### src/rtl/mips_pkg.sv
// mips_pkg: types and constants shared by the load/store unit and the
// mips_cpu_bus datapath (which maps opcodes onto lsu_op_t).
//   lsu_op_t    : memory operation requested by the CPU
//   lsu_state_t : load/store unit sequencer states
//   lane constants and the is_store helper
// Optional feature macro: MIPS_LSU_UNALIGNED_EN (enables LWL/LWR/SWL/SWR).
package mips_pkg;

  localparam int unsigned LSU_DATA_W = 32;
  localparam int unsigned LSU_BYTE_W = 8;
  localparam int unsigned LSU_LANES  = LSU_DATA_W / LSU_BYTE_W;

  typedef enum logic [3:0] {
    LSU_LB  = 4'd0,
    LSU_LBU = 4'd1,
    LSU_LH  = 4'd2,
    LSU_LHU = 4'd3,
    LSU_LW  = 4'd4,
    LSU_SB  = 4'd5,
    LSU_SH  = 4'd6,
    LSU_SW  = 4'd7,
    LSU_LWL = 4'd8,
    LSU_LWR = 4'd9,
    LSU_SWL = 4'd10,
    LSU_SWR = 4'd11
  } lsu_op_t;

  typedef enum logic [1:0] {
    LSU_IDLE  = 2'd0,
    LSU_BUS   = 2'd1,
    LSU_RDATA = 2'd2,
    LSU_RESP  = 2'd3
  } lsu_state_t;

  function automatic logic lsu_is_store(input lsu_op_t op);
    return (op == LSU_SB) || (op == LSU_SH) || (op == LSU_SW) ||
           (op == LSU_SWL) || (op == LSU_SWR);
  endfunction

endpackage

### src/rtl/mips_lsu_align.sv
// mips_lsu_align: combinational byte-lane logic for the load/store unit.
// Request side (from the incoming request):
//   st_op, st_k, st_data -> st_be (lane enables), st_wdata (lane-steered
//   store data), st_err (misaligned access or op not enabled in this build)
// Load side (from the latched request and bus read data):
//   ld_op, ld_k, ld_rdata, ld_old -> ld_result (extracted, extended or
//   merged load value)
// Lanes are little-endian: lane k holds bits [8k+7:8k].
// Optional feature macro: MIPS_LSU_UNALIGNED_EN (LWL/LWR/SWL/SWR steering).
module mips_lsu_align
  import mips_pkg::*;
(
  input  lsu_op_t     st_op,
  input  logic [1:0]  st_k,
  input  logic [31:0] st_data,
  output logic [3:0]  st_be,
  output logic [31:0] st_wdata,
  output logic        st_err,
  input  lsu_op_t     ld_op,
  input  logic [1:0]  ld_k,
  input  logic [31:0] ld_rdata,
  input  logic [31:0] ld_old,
  output logic [31:0] ld_result
);

  logic [4:0]  ld_sh;
  logic [31:0] ld_shifted;

  assign ld_sh      = {ld_k, 3'b000};
  assign ld_shifted = ld_rdata >> ld_sh;

  always_comb begin
    st_be    = '0;
    st_wdata = '0;
    st_err   = 1'b0;
    case (st_op)
      LSU_LB, LSU_LBU: st_be = 4'b0001 << st_k;
      LSU_SB: begin
        st_be    = 4'b0001 << st_k;
        st_wdata = {4{st_data[7:0]}};
      end
      LSU_LH, LSU_LHU: begin
        st_err = st_k[0];
        st_be  = st_k[1] ? 4'b1100 : 4'b0011;
      end
      LSU_SH: begin
        st_err   = st_k[0];
        st_be    = st_k[1] ? 4'b1100 : 4'b0011;
        st_wdata = {2{st_data[15:0]}};
      end
      LSU_LW: begin
        st_err = |st_k;
        st_be  = 4'b1111;
      end
      LSU_SW: begin
        st_err   = |st_k;
        st_be    = 4'b1111;
        st_wdata = st_data;
      end
`ifdef MIPS_LSU_UNALIGNED_EN
      // Left ops cover lanes 0..k, right ops cover lanes k..3.
      LSU_LWL: st_be = ~(4'b1110 << st_k);
      LSU_LWR: st_be = 4'b1111 << st_k;
      LSU_SWL: begin
        st_be    = ~(4'b1110 << st_k);
        st_wdata = st_data >> {~st_k, 3'b000};
      end
      LSU_SWR: begin
        st_be    = 4'b1111 << st_k;
        st_wdata = st_data << {st_k, 3'b000};
      end
`endif
      default: st_err = 1'b1;
    endcase
  end

`ifdef MIPS_LSU_UNALIGNED_EN
  logic [31:0] lwl_keep;
  logic [31:0] lwr_keep;
  // LWL keeps the low (3-k) bytes of rt, LWR keeps the high k bytes.
  assign lwl_keep = ~(32'hFFFF_FFFF << {~ld_k, 3'b000});
  assign lwr_keep = ~(32'hFFFF_FFFF >> ld_sh);
`else
  logic unused_ld_old;
  assign unused_ld_old = ^ld_old;
`endif

  always_comb begin
    ld_result = '0;
    case (ld_op)
      LSU_LB:  ld_result = {{24{ld_shifted[7]}}, ld_shifted[7:0]};
      LSU_LBU: ld_result = {24'd0, ld_shifted[7:0]};
      LSU_LH:  ld_result = {{16{ld_shifted[15]}}, ld_shifted[15:0]};
      LSU_LHU: ld_result = {16'd0, ld_shifted[15:0]};
      LSU_LW:  ld_result = ld_rdata;
`ifdef MIPS_LSU_UNALIGNED_EN
      LSU_LWL: ld_result = (ld_rdata << {~ld_k, 3'b000}) | (ld_old & lwl_keep);
      LSU_LWR: ld_result = ld_shifted | (ld_old & lwr_keep);
`endif
      default: ld_result = '0;
    endcase
  end

endmodule

### src/rtl/mips_lsu.sv
// mips_lsu: load/store unit turning one CPU request into one Avalon-MM
// master transaction (byte/half/word loads and stores).
// Ports:
//   clk, reset            clock, synchronous active-high reset
//   req_valid/req_ready   request handshake (ready only in IDLE)
//   req_op/addr/wdata     operation, byte address, store data / old rt
//   resp_valid/rdata/err  one-cycle completion pulse with result and error
//   address/read/write    Avalon master address (word aligned) and strobes
//   waitrequest           Avalon stall
//   writedata/byteenable  lane-steered store data and lane enables
//   readdata              Avalon read data
// Parameters: ADDR_W (address width), RD_LAT (read latency, 0 or 1).
// Optional feature macro: MIPS_LSU_UNALIGNED_EN (LWL/LWR/SWL/SWR).
module mips_lsu
  import mips_pkg::*;
#(
  parameter int unsigned ADDR_W = 32,
  parameter int unsigned RD_LAT = 1
) (
  input  logic              clk,
  input  logic              reset,
  input  logic              req_valid,
  output logic              req_ready,
  input  lsu_op_t           req_op,
  input  logic [ADDR_W-1:0] req_addr,
  input  logic [31:0]       req_wdata,
  output logic              resp_valid,
  output logic [31:0]       resp_rdata,
  output logic              resp_err,
  output logic [ADDR_W-1:0] address,
  output logic              read,
  output logic              write,
  input  logic              waitrequest,
  output logic [31:0]       writedata,
  output logic [3:0]        byteenable,
  input  logic [31:0]       readdata
);

  lsu_state_t        state_q, state_d;
  lsu_op_t           op_q, op_d;
  logic [1:0]        k_q, k_d;
  logic [ADDR_W-1:0] addr_q, addr_d;
  logic [3:0]        be_q, be_d;
  logic [31:0]       wdata_q, wdata_d;
  logic [31:0]       old_q, old_d;
  logic [31:0]       rdata_q, rdata_d;
  logic              err_q, err_d;

  logic [3:0]        st_be;
  logic [31:0]       st_wdata;
  logic              st_err;
  logic [31:0]       ld_result;
  logic              store_q;

  mips_lsu_align u_align (
    .st_op    (req_op),
    .st_k     (req_addr[1:0]),
    .st_data  (req_wdata),
    .st_be    (st_be),
    .st_wdata (st_wdata),
    .st_err   (st_err),
    .ld_op    (op_q),
    .ld_k     (k_q),
    .ld_rdata (readdata),
    .ld_old   (old_q),
    .ld_result(ld_result)
  );

  assign store_q = lsu_is_store(op_q);

  always_ff @(posedge clk) begin
    if (reset) begin
      state_q <= LSU_IDLE;
      op_q    <= LSU_LB;
      k_q     <= '0;
      addr_q  <= '0;
      be_q    <= '0;
      wdata_q <= '0;
      old_q   <= '0;
      rdata_q <= '0;
      err_q   <= 1'b0;
    end else begin
      state_q <= state_d;
      op_q    <= op_d;
      k_q     <= k_d;
      addr_q  <= addr_d;
      be_q    <= be_d;
      wdata_q <= wdata_d;
      old_q   <= old_d;
      rdata_q <= rdata_d;
      err_q   <= err_d;
    end
  end

  always_comb begin
    state_d = state_q;
    op_d    = op_q;
    k_d     = k_q;
    addr_d  = addr_q;
    be_d    = be_q;
    wdata_d = wdata_q;
    old_d   = old_q;
    rdata_d = rdata_q;
    err_d   = err_q;
    case (state_q)
      LSU_IDLE: begin
        if (req_valid && !reset) begin
          op_d    = req_op;
          k_d     = req_addr[1:0];
          old_d   = req_wdata;
          rdata_d = '0;
          err_d   = st_err;
          if (st_err) begin
            state_d = LSU_RESP;
          end else begin
            addr_d  = {req_addr[ADDR_W-1:2], 2'b00};
            be_d    = st_be;
            wdata_d = lsu_is_store(req_op) ? st_wdata : '0;
            state_d = LSU_BUS;
          end
        end
      end
      LSU_BUS: begin
        if (!waitrequest) begin
          if (store_q) begin
            state_d = LSU_RESP;
          end else if (RD_LAT == 0) begin
            rdata_d = ld_result;
            state_d = LSU_RESP;
          end else begin
            state_d = LSU_RDATA;
          end
        end
      end
      LSU_RDATA: begin
        rdata_d = ld_result;
        state_d = LSU_RESP;
      end
      LSU_RESP: state_d = LSU_IDLE;
      default:  state_d = LSU_IDLE;
    endcase
  end

  assign req_ready  = (state_q == LSU_IDLE) && !reset;
  assign resp_valid = (state_q == LSU_RESP);
  assign resp_err   = (state_q == LSU_RESP) && err_q;
  assign resp_rdata = rdata_q;
  assign read       = (state_q == LSU_BUS) && !store_q;
  assign write      = (state_q == LSU_BUS) && store_q;
  assign address    = addr_q;
  assign byteenable = be_q;
  assign writedata  = wdata_q;

endmodule

### config.mk
export PLATFORM = sky130hd
export DESIGN_NAME = mips_lsu
export DESIGN_NICKNAME = d
export VERILOG_FILES = /design/src/rtl/mips_pkg.sv /design/src/rtl/mips_lsu_align.sv /design/src/rtl/mips_lsu.sv
export SDC_FILE = /design/constraint.sdc
export NUM_CORES = 1
export LEC_CHECK = 0
export BUFFER_PORTS_ARGS = -buffer_cell sky130_fd_sc_hd__buf_4
export CAP_MARGIN = 40
export CORE_UTILIZATION = 40
export CTS_BUF_LIST = sky130_fd_sc_hd__clkbuf_8
export DETAILED_ROUTE_END_ITERATION = 10
export PLACE_DENSITY = 0.63
export SETUP_SLACK_MARGIN = 0.05
export SLEW_MARGIN = 20
export SYNTH_ARGS = -nofsm -noshare
export SYNTH_HDL_FRONTEND = slang
export SYNTH_SLANG_ARGS = --single-unit
### constraint.sdc
create_clock -name clk -period 2.6 [get_ports clk]
set_input_delay 0.39 -clock clk [delete_from_list [all_inputs] [get_ports clk]]
set_output_delay 0.39 -clock clk [all_outputs]
set_load 0.02 [all_outputs]
* Word-level counts from Yosys, hierarchy flattened
Cells that the tools add are included.
Word-level totals: input bits 104, output and inout bits 105, register bits 107, logic and storage cells 74
Cells by class: shift-type cells 2, equality and inequality tests 23, mux-type cells 13, bitwise logic cells 1, reductions and logical operators 27
Operators with widths (count):
- $pmux 32 s5 | 1
- $pmux 32 s3 | 1
- $mux 32 | 2
- $pmux 32 s2 | 1
- $eq 4x3->1 const B | 8
- $shr 32x5->16 | 1
- $eq 4x2->1 const B | 4
- $eq 4x4->1 const B | 4
- $pmux 4 s3 | 1
- $eq 4x1->1 const B | 2
- $logic_not 4->1 | 2
- $logic_or 1x1->1 | 8
- $pmux 2 s4 | 1
- $mux 2 | 3
- $reduce_and 2->1 | 3
- $reduce_or 3->1 | 2
- $logic_and 1x1->1 | 5
- $eq 2x2->1 const B | 2
- $mux 4 | 1
- $ne 2x2->1 const B | 2
- $reduce_or 2->1 | 2
- $shl 1x2->4 const A | 1
- $pmux 1 s3 | 1
- $reduce_and 3->1 | 1
- other kinds (6) | 7

* Depth between registers and ports, before layout
depth after elaboration 8, gate-level depth with buffers 9, depth with buffers taken out 6

* Cells and area by module
A second synthesis with hierarchy kept.
Second synthesis, totals: cells, all modules 810, area, all modules 6289.8 sq um
By module, submodules not included:
- mips_lsu | area an instance 5058.6 sq um, sequential area each 2782.7 sq um, times used 1, cells an instance 600
- mips_lsu_align | area an instance 1231.2 sq um, sequential area each 0.0 sq um, times used 1, cells an instance 210

* Worst setup path after synthesis
Ideal clock, no wire load.
path type reg-to-reg, from register state_q[0], to register wdata_q[10], in the netlist writedata[10], stages on the path, launching flop included 9, setup time 0.123 ns, path buffers 3, path slack 0.541 ns, arrival 1.936 ns, required time 2.477 ns, path through dfxtp_1 inv_1 ha_1 clkbuf_1 nand2b_1 or4_1 buf_4 buf_6 mux2_1
On the way: word-level cells in the longest chain between the ends 2
RTL lines:
- start: declaration | line mips_lsu.sv:39 | lsu_state_t state_q, state_d;
- start signal: assignment | line mips_lsu.sv:83 | state_q <= state_d;
- $logic_not 2->1 | line mips_lsu.sv:105 | case (state_q)
- $reduce_and 3->1 (no line)
- end signal: assignment | line mips_lsu.sv:88 | wdata_q <= wdata_d;
- end: declaration | line mips_lsu.sv:44 | logic [31:0] wdata_q, wdata_d;
Every way passes these cells. A chain may end at the register's enable or synchronous reset.

* Worst setup path in the final report
from register state_q[0], to register wdata_q[19], in the netlist writedata[19]
Same word-level chain as after synthesis.

==> impl_metrics.tcl <==
set metrics [dict create \
    io_pins 209 \
    hold_ws_ps 195 \
    maxCapViolCount 0 \
    power_density_nw_per_um2 621 \
    cts_tree "built" \
    io_buffers 206 \
    ys.flop_type "dfxtp_1" \
    startpoint_type "flip-flop" \
    postCtsHoldBufs 0 \
    gp_congestion 0.877 \
    drtIter0Drc 356 \
    hold_violations 0 \
    slew_headroom_pct 45.3 \
    clockBufferDepth 2 \
    cp_max_fo 44 \
    grt_pass1_wl_mm 24.9 \
    antenna_cells 0 \
    ir_drop_mv 0.514 \
    drt_pass1_iterations 5 \
    worstPathCellList "inv_1 -> ha_2 -> nand2b_1 -> or4_2 -> buf_4 -> mux2_1" \
    dieWidth_um 119 \
    synth_edf_count 0 \
    overflow 0 \
    grt_max_degree 45 \
    dp_hpwl_mm 11.8 \
    clock_latency_ps 390 \
    setup_viol 0 \
    yosysTopAreaCell "dfxtp_1" \
    ys_ff_latch 107 \
    ant_nets 0 \
    p_leak_nw 3.37 \
    wirelength_mm 15.7 \
    cp.arrival_ps 2660 \
    rsz0062_at_grt "false" \
    status "complete, no violations" \
    drive_gt1_share_pct 39.1 \
    grt_usage_pct 22.3 \
    async_reset_ff_share_pct 0 \
    grt_pass1_vias 4888 \
    fin_nets 855 \
    cts_sinks 107 \
    drc 0 \
    utilization_pct 55.1 \
    syn_to_final_growth_pct 34.4 \
    drv_slew 0 \
    synth_top_area_share_pct 39.4 \
    cp-end-kind "flip-flop" \
    ys_warn_count 0 \
    pre_cts_ws_ps 149 \
    cp.required_ps 2880 \
    initial_core_util_pct 41.0 \
    core-area_sq_um 13200 \
    dieArea_sq_um 14100 \
    cts-root-buf "clkbuf_8" \
    synthCells 562 \
    die_h_um 119 \
    criticalPathCategory "reg -> reg" \
    avgViaCountPerCell 5.37 \
    period_share_pct 91.4 \
    critPathMaxStageDelay_ps 670 \
    yosysSeqAreaShare_pct 39.4 \
    ys_top_cells_by_area "dfxtp_1, mux2_2, nor2b_1" \
    worst_slew_pin_slew_ps 820 \
    fin_ws_ps 225 \
    finClkSkew_ps 8.71 \
    rows 42 \
    grt_antenna_before_repair 0 \
    p_total_mw 4.53 \
    hold_path.class "in -> reg" \
    syn_avg_cell_area_sq_um 9.67 \
    ys_types 51 \
    slowest_stage "or4_2" \
    syn_area_sq_um 5430 \
    htreeDepth 3 \
    clk_pin_slew_ps 100 \
    fin_tns_setup_ps 0 \
    nFillCells 1255 \
    vias 4983 \
    fmax_ghz 0.421 \
    cts_buffers 9 \
    avgRoutedWirePerCell_um 17.0 \
    period_minus_slack_ps 2380 \
]
kinds of logic after synthesis:
family | count (synthesis) | share of synthesized area, %
and+or+nand+nor | 159 | 15.5
AOI/OAI and AO/OA | 131 | 17.8
DFF | 107 | 39.4
muxes | 92 | 20.1
buffers and inverters | 68 | 6.15
adders and majority gates | 4 | 0.921
other | 1 | 0.0690
report_power, final:
group,internal (mW),switching (mW)
Clock,0.501,0.582
Sequential,1.78,0.112
Combinational,0.710,0.850
per-stage QoR:
stage | instances | instance area, sq um
after floorplan | 563 | 5440
after global placement | 911 | 7070
after detailed placement | 911 | 7070
after CTS | 927 | 7280
after global routing | 928 | 7300
final | 928 | 7300
flip-flops by register name, summed over array words and instances (netlist names):
| register | cells |
|---|---|
| op_q | 4 |
| byteenable | 4 |
| state_q | 2 |
| writedata | 32 |
| address | 30 |
| err_q | 1 |
| resp_rdata | 32 |
| k_q | 2 |
path summary, 6_finish.rpt:
kind            startpoint             to  slack [ps]  depth (start not counted)
min reg2reg  byteenable[3]  byteenable[3]         470                          2
min           req_addr[29]    address[29]         190                          2
max             state_q[0]  writedata[19]         220                          6
max reg2reg     state_q[0]  writedata[19]         220                          6
cell usage after synthesis (all sizes together), types with 9 or more instances:
cell type and n:
a211o 9, a21oi 35, a221o 16, a22oi 24, buf 23, clkbuf 29, dfxtp 107, inv 16
mux2 56, mux2i 28, nand2 35, nor2 30, nor2b 52, nor3 9, o21ai 12
cell usage in the layout, fill, tap and decap left out, drive strengths merged, types with 3 or more instances in the layout:
master / netlist / routed
a221o: 16 / 16
nand3: 7 / 7
or3b: 3 / 3
a221oi: 3 / 3
clkbuf: 29 / 11
dfxtp: 107 / 107
nand2b: 8 / 8
nor3: 9 / 9
a21oi: 35 / 35
buf: 23 / 225
a222oi: 7 / 7
and3: 3 / 3
nor2: 30 / 30
nand2: 35 / 35
nand3b: 3 / 3
ha: 4 / 4
mux2: 56 / 56
mux2i: 28 / 28
nor2b: 52 / 52
a22oi: 24 / 24
a2bb2oi: 6 / 6
a211o: 9 / 9
inv: 16 / 17
a311oi: 7 / 7
o21ai: 12 / 12
mux4: 8 / 8
final cells by class:
type | count | area [sq um] | area share [%]
clock buffers | 11 | 151 | 2.07
repair buffers | 225 | 1700 | 23.2
multi-input cells | 388 | 2970 | 40.7
clock inverters | 5 | 60.1 | 0.823
inverters | 16 | 60.1 | 0.823
well taps | 176 | 220 | 3.02
flip-flops and latches | 107 | 2140 | 29.3
routing by layer:
layer / vias up / wire (um) / track usage (%)
met1: 2388 / 6870 / 27.5
met5: - / 0 / 0
met3: 19 / 1350 / 8.83
li1: 2401 / - / -
met2: 175 / 7250 / 35.4
met4: 0 / 270 / 7.20
repair_timing:
item / 4_1_cts / 5_1_grt
buffers inserted: 0 / 0
endpoints found under the setup margin: 0 / 10
hold endpoints to repair: 0 / 0
gates resized for setup: 0 / 1
critical path, delay by kind of cell, from the launching register on:
family / cells / cell delay, ps
AND/OR/NAND/NOR: 2 / 780
multiplexers: 1 / 390
adder cells (fa/ha/maj): 1 / 280
flip-flops: 1 / 350
buffers and inverters: 2 / 460
(Power assumes the default switching activity.)
